--- src/rtl/psum_accum_layer3.sv ---
// Four-phase partial-sum accumulator sequencing a CIM macro array and summing 64 channels across macros.
// Optional build macro PSUM_SAT_EN: accumulators saturate instead of wrapping.
module psum_accum_layer3 #(
   parameter int unsigned MACRO_NUM = 4,
   parameter int unsigned ADC_CYC   = 2,
   parameter int unsigned ACC_W     = 8
) (
   input  logic                         clk,
   input  logic                         rst_n,
   input  logic                         start,
   output logic                         busy,
   output logic                         enable,
   output logic                         adc,
   output logic [1:0]                   chs_ps,
   input  logic [64*MACRO_NUM*4-1:0]    macro_dout,
   output logic                         out_valid,
   input  logic                         out_ready,
   output logic [64*ACC_W-1:0]          psum_out
);

   localparam int unsigned CH    = 64;
   localparam int unsigned DW    = 4;
   localparam int unsigned EXT_W = ACC_W + 2;
   localparam int unsigned CNT_W = 4;

   typedef enum logic [2:0] {IDLE, PRE, CONV, SAMP, DONE} state_t;

   state_t             state_q, state_d;
   logic [1:0]         phase_q, phase_d;
   logic [CNT_W-1:0]   cnt_q, cnt_d;
   logic [1:0]         chs_ps_q, chs_ps_d;
   logic               busy_q, busy_d;
   logic               enable_q, enable_d;
   logic               adc_q, adc_d;
   logic               out_valid_q, out_valid_d;
   logic               acc_clr, acc_add;

   logic [ACC_W-1:0]   acc_q [CH];
   logic [ACC_W-1:0]   acc_d [CH];
   logic [EXT_W-1:0]   chan_sum [CH];

   // Per-channel sum of all macro outputs for the current phase
   always_comb begin
      for (int l = 0; l < int'(CH); l++) begin
         chan_sum[l] = '0;
         for (int k = 0; k < int'(MACRO_NUM); k++) begin
            chan_sum[l] = chan_sum[l] + EXT_W'(macro_dout[(k*int'(CH)+l)*int'(DW) +: DW]);
         end
      end
   end

`ifdef PSUM_SAT_EN
   localparam logic [EXT_W-1:0] ACC_MAX = EXT_W'({ACC_W{1'b1}});
   logic [EXT_W-1:0]   acc_ext [CH];

   // Accumulator update, clamped at full scale
   always_comb begin
      for (int l = 0; l < int'(CH); l++) begin
         acc_ext[l] = EXT_W'(acc_q[l]) + chan_sum[l];
         acc_d[l]   = acc_q[l];
         if (acc_clr) begin
            acc_d[l] = '0;
         end else if (acc_add) begin
            acc_d[l] = (acc_ext[l] > ACC_MAX) ? ACC_W'(ACC_MAX) : ACC_W'(acc_ext[l]);
         end
      end
   end
`else
   // Accumulator update, wrapping modulo 2^ACC_W
   always_comb begin
      for (int l = 0; l < int'(CH); l++) begin
         acc_d[l] = acc_q[l];
         if (acc_clr) begin
            acc_d[l] = '0;
         end else if (acc_add) begin
            acc_d[l] = ACC_W'(EXT_W'(acc_q[l]) + chan_sum[l]);
         end
      end
   end
`endif

   // Next-state logic; outputs are registered from the next state so they align with it
   always_comb begin
      state_d  = state_q;
      phase_d  = phase_q;
      cnt_d    = cnt_q;
      chs_ps_d = chs_ps_q;
      acc_clr  = 1'b0;
      acc_add  = 1'b0;
      case (state_q)
         IDLE: begin
            if (start) begin
               state_d  = PRE;
               phase_d  = 2'd0;
               chs_ps_d = 2'd0;
               acc_clr  = 1'b1;
            end
         end
         PRE: begin
            state_d = CONV;
            cnt_d   = '0;
         end
         CONV: begin
            if (cnt_q == CNT_W'(ADC_CYC - 1)) begin
               state_d = SAMP;
            end else begin
               cnt_d = cnt_q + CNT_W'(1);
            end
         end
         SAMP: begin
            acc_add = 1'b1;
            if (phase_q == 2'd3) begin
               state_d = DONE;
            end else begin
               state_d  = PRE;
               phase_d  = phase_q + 2'd1;
               chs_ps_d = phase_q + 2'd1;
            end
         end
         DONE: begin
            if (out_ready) begin
               state_d = IDLE;
            end
         end
         default: state_d = IDLE;
      endcase
      busy_d      = (state_d != IDLE);
      enable_d    = (state_d == PRE) || (state_d == CONV) || (state_d == SAMP);
      adc_d       = (state_d == CONV);
      out_valid_d = (state_d == DONE);
   end

   always_ff @(posedge clk or negedge rst_n) begin
      if (!rst_n) begin
         state_q     <= IDLE;
         phase_q     <= 2'd0;
         cnt_q       <= '0;
         chs_ps_q    <= 2'd0;
         busy_q      <= 1'b0;
         enable_q    <= 1'b0;
         adc_q       <= 1'b0;
         out_valid_q <= 1'b0;
      end else begin
         state_q     <= state_d;
         phase_q     <= phase_d;
         cnt_q       <= cnt_d;
         chs_ps_q    <= chs_ps_d;
         busy_q      <= busy_d;
         enable_q    <= enable_d;
         adc_q       <= adc_d;
         out_valid_q <= out_valid_d;
      end
   end

   always_ff @(posedge clk or negedge rst_n) begin
      if (!rst_n) begin
         for (int l = 0; l < int'(CH); l++) acc_q[l] <= '0;
      end else begin
         for (int l = 0; l < int'(CH); l++) acc_q[l] <= acc_d[l];
      end
   end

   assign busy      = busy_q;
   assign enable    = enable_q;
   assign adc       = adc_q;
   assign chs_ps    = chs_ps_q;
   assign out_valid = out_valid_q;

   for (genvar g = 0; g < int'(CH); g++) begin : g_out
      assign psum_out[g*ACC_W +: ACC_W] = acc_q[g];
   end

endmodule
--- config.mk ---
export PLATFORM = sky130hd
export DESIGN_NAME = psum_accum_layer3
export DESIGN_NICKNAME = d
export VERILOG_FILES = /design/src/rtl/psum_accum_layer3.sv
export SDC_FILE = /design/constraint.sdc
export NUM_CORES = 2
export LEC_CHECK = 0
export CAP_MARGIN = 20
export CORE_AREA = 2 2 595 597
export CTS_CLUSTER_SIZE = 24
export DETAILED_ROUTE_END_ITERATION = 8
export DIE_AREA = 0 0 597 599
export SYNTH_ARGS = -nofsm -noshare
export SYNTH_HDL_FRONTEND = slang
export SYNTH_SLANG_ARGS = --single-unit
--- constraint.sdc ---
create_clock -name clk -period 2.4 [get_ports clk]
set_clock_uncertainty 0.05 [all_clocks]
set_input_delay 0.48 -clock clk [delete_from_list [all_inputs] [get_ports clk]]
set_output_delay 0.48 -clock clk [all_outputs]
set_load 0.02 [all_outputs]
# == Yosys cells after proc, flatten, opt, wreduce, memory -nomap -nowiden ==
# Cells that the tools add are included.
# word_totals
regBits,525
latchBits,0
ram_bits,0
rom_bits,0
inputBits,1028
output_inout_bits,518
elab_cells,492
memories,0
# classes
n_addsub,258
mul,0
div_mod_pow,0
order_cmp,0
eq_ne,13
n_shift,0
mux,141
bitwise_logic,0
n_reduce_logical,9
# ops
cell,n
$mux 8,128
$add 8x7->8,64
$add 6x4->7,64
$add 5x4->6,64
$add 4x4->5,64
$pmux 3 s5,1
$eq 3x2->1 const B,4
$mux 3,4
$pmux 4 s2,1
$eq 3x1->1 const B,2
$eq 3x3->1 const B,2
$ne 2x2->1 const B,3
$reduce_bool 2->1,3
$add 4x1->4 const B,1
$eq 4x1->1 const B,1
$mux 2,2
$mux 4,1
$pmux 2 s2,1
$logic_not 3->1,1
$mux 1,3
$reduce_and 3->1,1
$reduce_bool 3->1,1
$add 2x1->2 const B,1
$eq 2x2->1 const B,1
2 further kinds,3

# == Logic depth before layout (Yosys ltp) ==
# depth
word_depth,6
mapped_depth,12
depth_no_buf,12

# == Worst setup path after synthesis ==
# Ideal clock, no wire load.
# synth_timing
path_kind,input-to-reg
start,input macro_dout[65]
end,"register acc_q, in the netlist psum_out[135]"
setup_ns,0.079
arrival_ns,3.332
path_slack_ns,-1.061
path_stages,11
cell_sequence,inv_1 fa_1 fa_1 fa_1 inv_1 ha_1 fa_1 a211oi_1 o21ai_0 o211ai_1 mux2i_1
# synth_via
elab_chain_len,6
# synth_rtl
item,line_no,text
"start, declared",15,"input logic [64*MACRO_NUM*4-1:0] macro_dout,"
$add 4x4->5,47,chan_sum[l] = chan_sum[l] + EXT_W'(macro_dout[(k*int'(CH)+l)*int'(DW) +: DW]);
$add 5x4->6,47,
$add 6x4->7,47,
$add 8x7->8,76,acc_d[l] = ACC_W'(EXT_W'(acc_q[l]) + chan_sum[l]);
$mux 8,75,end else if (acc_add) begin
$mux 8,73,if (acc_clr) begin
"end, declared",38,logic [ACC_W-1:0] acc_q [CH];
# No other way between the ends. The select of a mux whose other input is x is not followed.
# A chain may end at the register's enable or synchronous reset.

# == Final worst setup path ==
# layout_timing
start,input macro_dout[255]
end,"register acc_q, in the netlist psum_out[511]"
# Same word-level chain as after synthesis.

==> flow_metrics.tcl <==
set metrics [dict create \
    status "finished, violations left" \
    violations "setup timing" \
    required_ps 3000 \
    nets 11400 \
    fp.dieArea_um2 358000 \
    synth_area_um2 58900 \
    cts_tree "yes" \
    synth_top_cell_area_share 0.239 \
    ys_top_cells_by_area "fa_1 24%, dfrtp_1 22%, ha_1 15%" \
    root_buffer "clkbuf_16" \
    setup-violations-final 328 \
    hold_violations 0 \
    gp_congestion 0.998 \
    clk_pin_slew_ps 60 \
    total_leakage_power_nw 51.5 \
    min_period_ps 3010 \
    async_flop_share 1.00 \
    critPathLaunchType "primary input" \
    grt_usage 0.154 \
    finalSetupTns_ps -70800 \
    grt_antenna_before_repair 40 \
    maxSlewViolCount 0 \
    yosys_warnings 0 \
    drt_first_pass_iters 5 \
    final_core_util 0.273 \
    dp.cells 13400 \
    fin_crit_sh 1.25 \
    instances_no_fill 13700 \
    post_route_cells_drive_above_1_share 0.378 \
    n_fill_cell 37300 \
    synth_seq_area_share 0.223 \
    drt_drc_violations_left 0 \
    synth_common_cells "1884 x inv_1, 707 x ha_1, 704 x fa_1, 564 x nand2_1, 525 x dfrtp_1" \
    setup_ws_ps -610 \
    ctsLongestPathBuffers 4 \
    irDropWorstVdd_mv 0.606 \
    syn_nets 9045 \
    dr.max_layer_used "met5" \
    worstSetupEndpointType "flip-flop" \
    core.rowCount 218 \
    wl_met3_um 21400 \
    wl_met1_um 110000 \
    holdWs_ps 204 \
    overflow 0 \
    yosysMostFrequentCell "inv_1" \
    tightest_slew_ps 651 \
    synthFlopType "dfrtp_1" \
    initial_utilization 0.168 \
    grt_pass1_wl_um 400000 \
    postRouteWirelength_um 285000 \
    relSlewSlack 0.566 \
    coreArea_um2 351000 \
    synth-edff-count 0 \
    clk_latency_ps 770 \
    critPathMaxFanout 2 \
    cap_violations 0 \
    via_per_inst 3.99 \
    min_path_type "primary input to async pin" \
    num_vias 54600 \
    yosys.area.top_type "fa_1" \
    path_class "primary input to flip-flop" \
    clock_sinks 525 \
    htreeDepth 3 \
    syn2layout_area_growth_pct 62.8 \
    rsz0062_at_grt "yes" \
    syn_inst 6606 \
    ant_nets 0 \
    numCtsBuffers 83 \
    drt_iter0_drc 2633 \
    die_y_um 599 \
    synth_cell_types 47 \
    grt_max_degree 71 \
    die_x_um 597 \
    wl_met2_um 135000 \
    ys_ff_latch 525 \
    grt_pass1_vias 57000 \
    critPathArrivalTime_ps 3610 \
    numPortBuffers 1545 \
    p_per_area_nw_per_um2 1300 \
    p_total_mw 124 \
    syn_avg_cell_area_um2 8.92 \
    routedWlPerCell_um 20.8 \
    dp_hpwl_um 243000 \
    fmax_mhz 332 \
    pin_count 1546 \
]
-- flip-flops by register name, summed over array words and instances, names as in the netlist --
register / count
state_q: 3
out_valid: 1
enable: 1
cnt_q: 4
adc: 1
busy: 1
chs_ps: 2
psum_out: 512
-- layout make-up --
class	count	area, um^2	share of cell area
multi-input combinational	4035	43900	0.457
timing repair buffer	2451	22900	0.239
sequential	525	13100	0.137
inverter	1884	7320	0.0763
tap	4620	5780	0.0603
clock buffer	111	2340	0.0244
clock inverter	34	510	0.00532
antenna	15	37.5	0.000391
-- worst max-delay path: stages --
cell and delay [ps]:
buf_6 70, inv_4 30, fa_2 600, buf_12 130
clkinvlp_4 130, fa_1 530, inv_2 40, fa_1 510
inv_2 50, ha_4 230, nor2b_4 120, o31a_1 250
o311a_1 300, mux2i_1 120
-- power breakdown --
group	switching, mW	total [mW]	internal [mW]
logic	50.6	95.7	45.1
clock network	5.13	13.2	8.12
registers	2.97	15.4	12.4
-- worst paths after layout --
| path | start | to | slack (ps) | cells past startpoint |
|---|---|---|---|---|
| hold / removal | rst_n | psum_out[46] | 200 | 2 |
| setup reg to reg | psum_out[473] | psum_out[479] | -120 | 9 |
| hold reg to reg | chs_ps[0] | chs_ps[0] | 470 | 1 |
| min in group clk | out_ready | state_q[2] | 330 | 2 |
| setup / recovery | macro_dout[255] | psum_out[511] | -610 | 14 |
| max in group asynchronous | rst_n | psum_out[364] | 1260 | 4 |
-- cell families (layout without fill, tap and decap cells) --
group                      count (synthesis)  count (layout)  synth area share
other                                      0              15                 0
DFF                                      525             525             0.223
xor gates and xnor gates                  65              65           0.00966
and+or+nand+nor                         1041            1041            0.0792
AOI/OAI and AO/OA                       1436            1436             0.151
adders and majority gates               1411            1411             0.389
buffers and inverters                   2046            4480             0.133
muxes                                     82              82            0.0141
-- per-layer routing --
metal | vias up | GRT usage
met5 | - | 0
met3 | 471 | 0.0413
met4 | 24 | 0.0747
li1 | 25600 | -
met1 | 26700 | 0.178
met2 | 1735 | 0.263
-- layout by cell type (no fill, tap or decap), drive strengths merged, types with 20 or more instances in the layout --
cell type / instances
inv: 1882
ha: 707
mux2i: 73
o32a: 21
a22oi: 23
dfrtp: 525
nand2: 564
a21o: 125
nor3: 24
clkdlybuf4s50: 296
o21bai: 32
a211oi: 314
buf: 1451
dlymetal6s2s: 410
o211ai: 43
a21oi: 259
clkdlybuf4s15: 104
clkinv: 20
dlygate4sd2: 105
nand2b: 90
nor2: 221
or3: 42
nor3b: 68
o21a: 45
o21ai: 525
xor2: 61
clkbuf: 195
fa: 704
-- stage by stage --
step / setup slack (ps) / cell area, um^2
2_1_floorplan: -964 / 61400
3_3_place_gp: -1930 / 88400
3_5_place_dp: -1920 / 88400
4_1_cts: -723 / 92600
5_1_grt: -689 / 95900
6_report: -610 / 95900
-- repair_timing --
action                                 in CTS  in global routing
endpoints found under the hold margin     193                  0
resized for setup                        3435               1311
hold buffers                                1                  0
setup endpoints to repair                 832                790
setup buffers                              76                 53
pin swaps                                1315               1239
(Power assumes the default switching activity.)
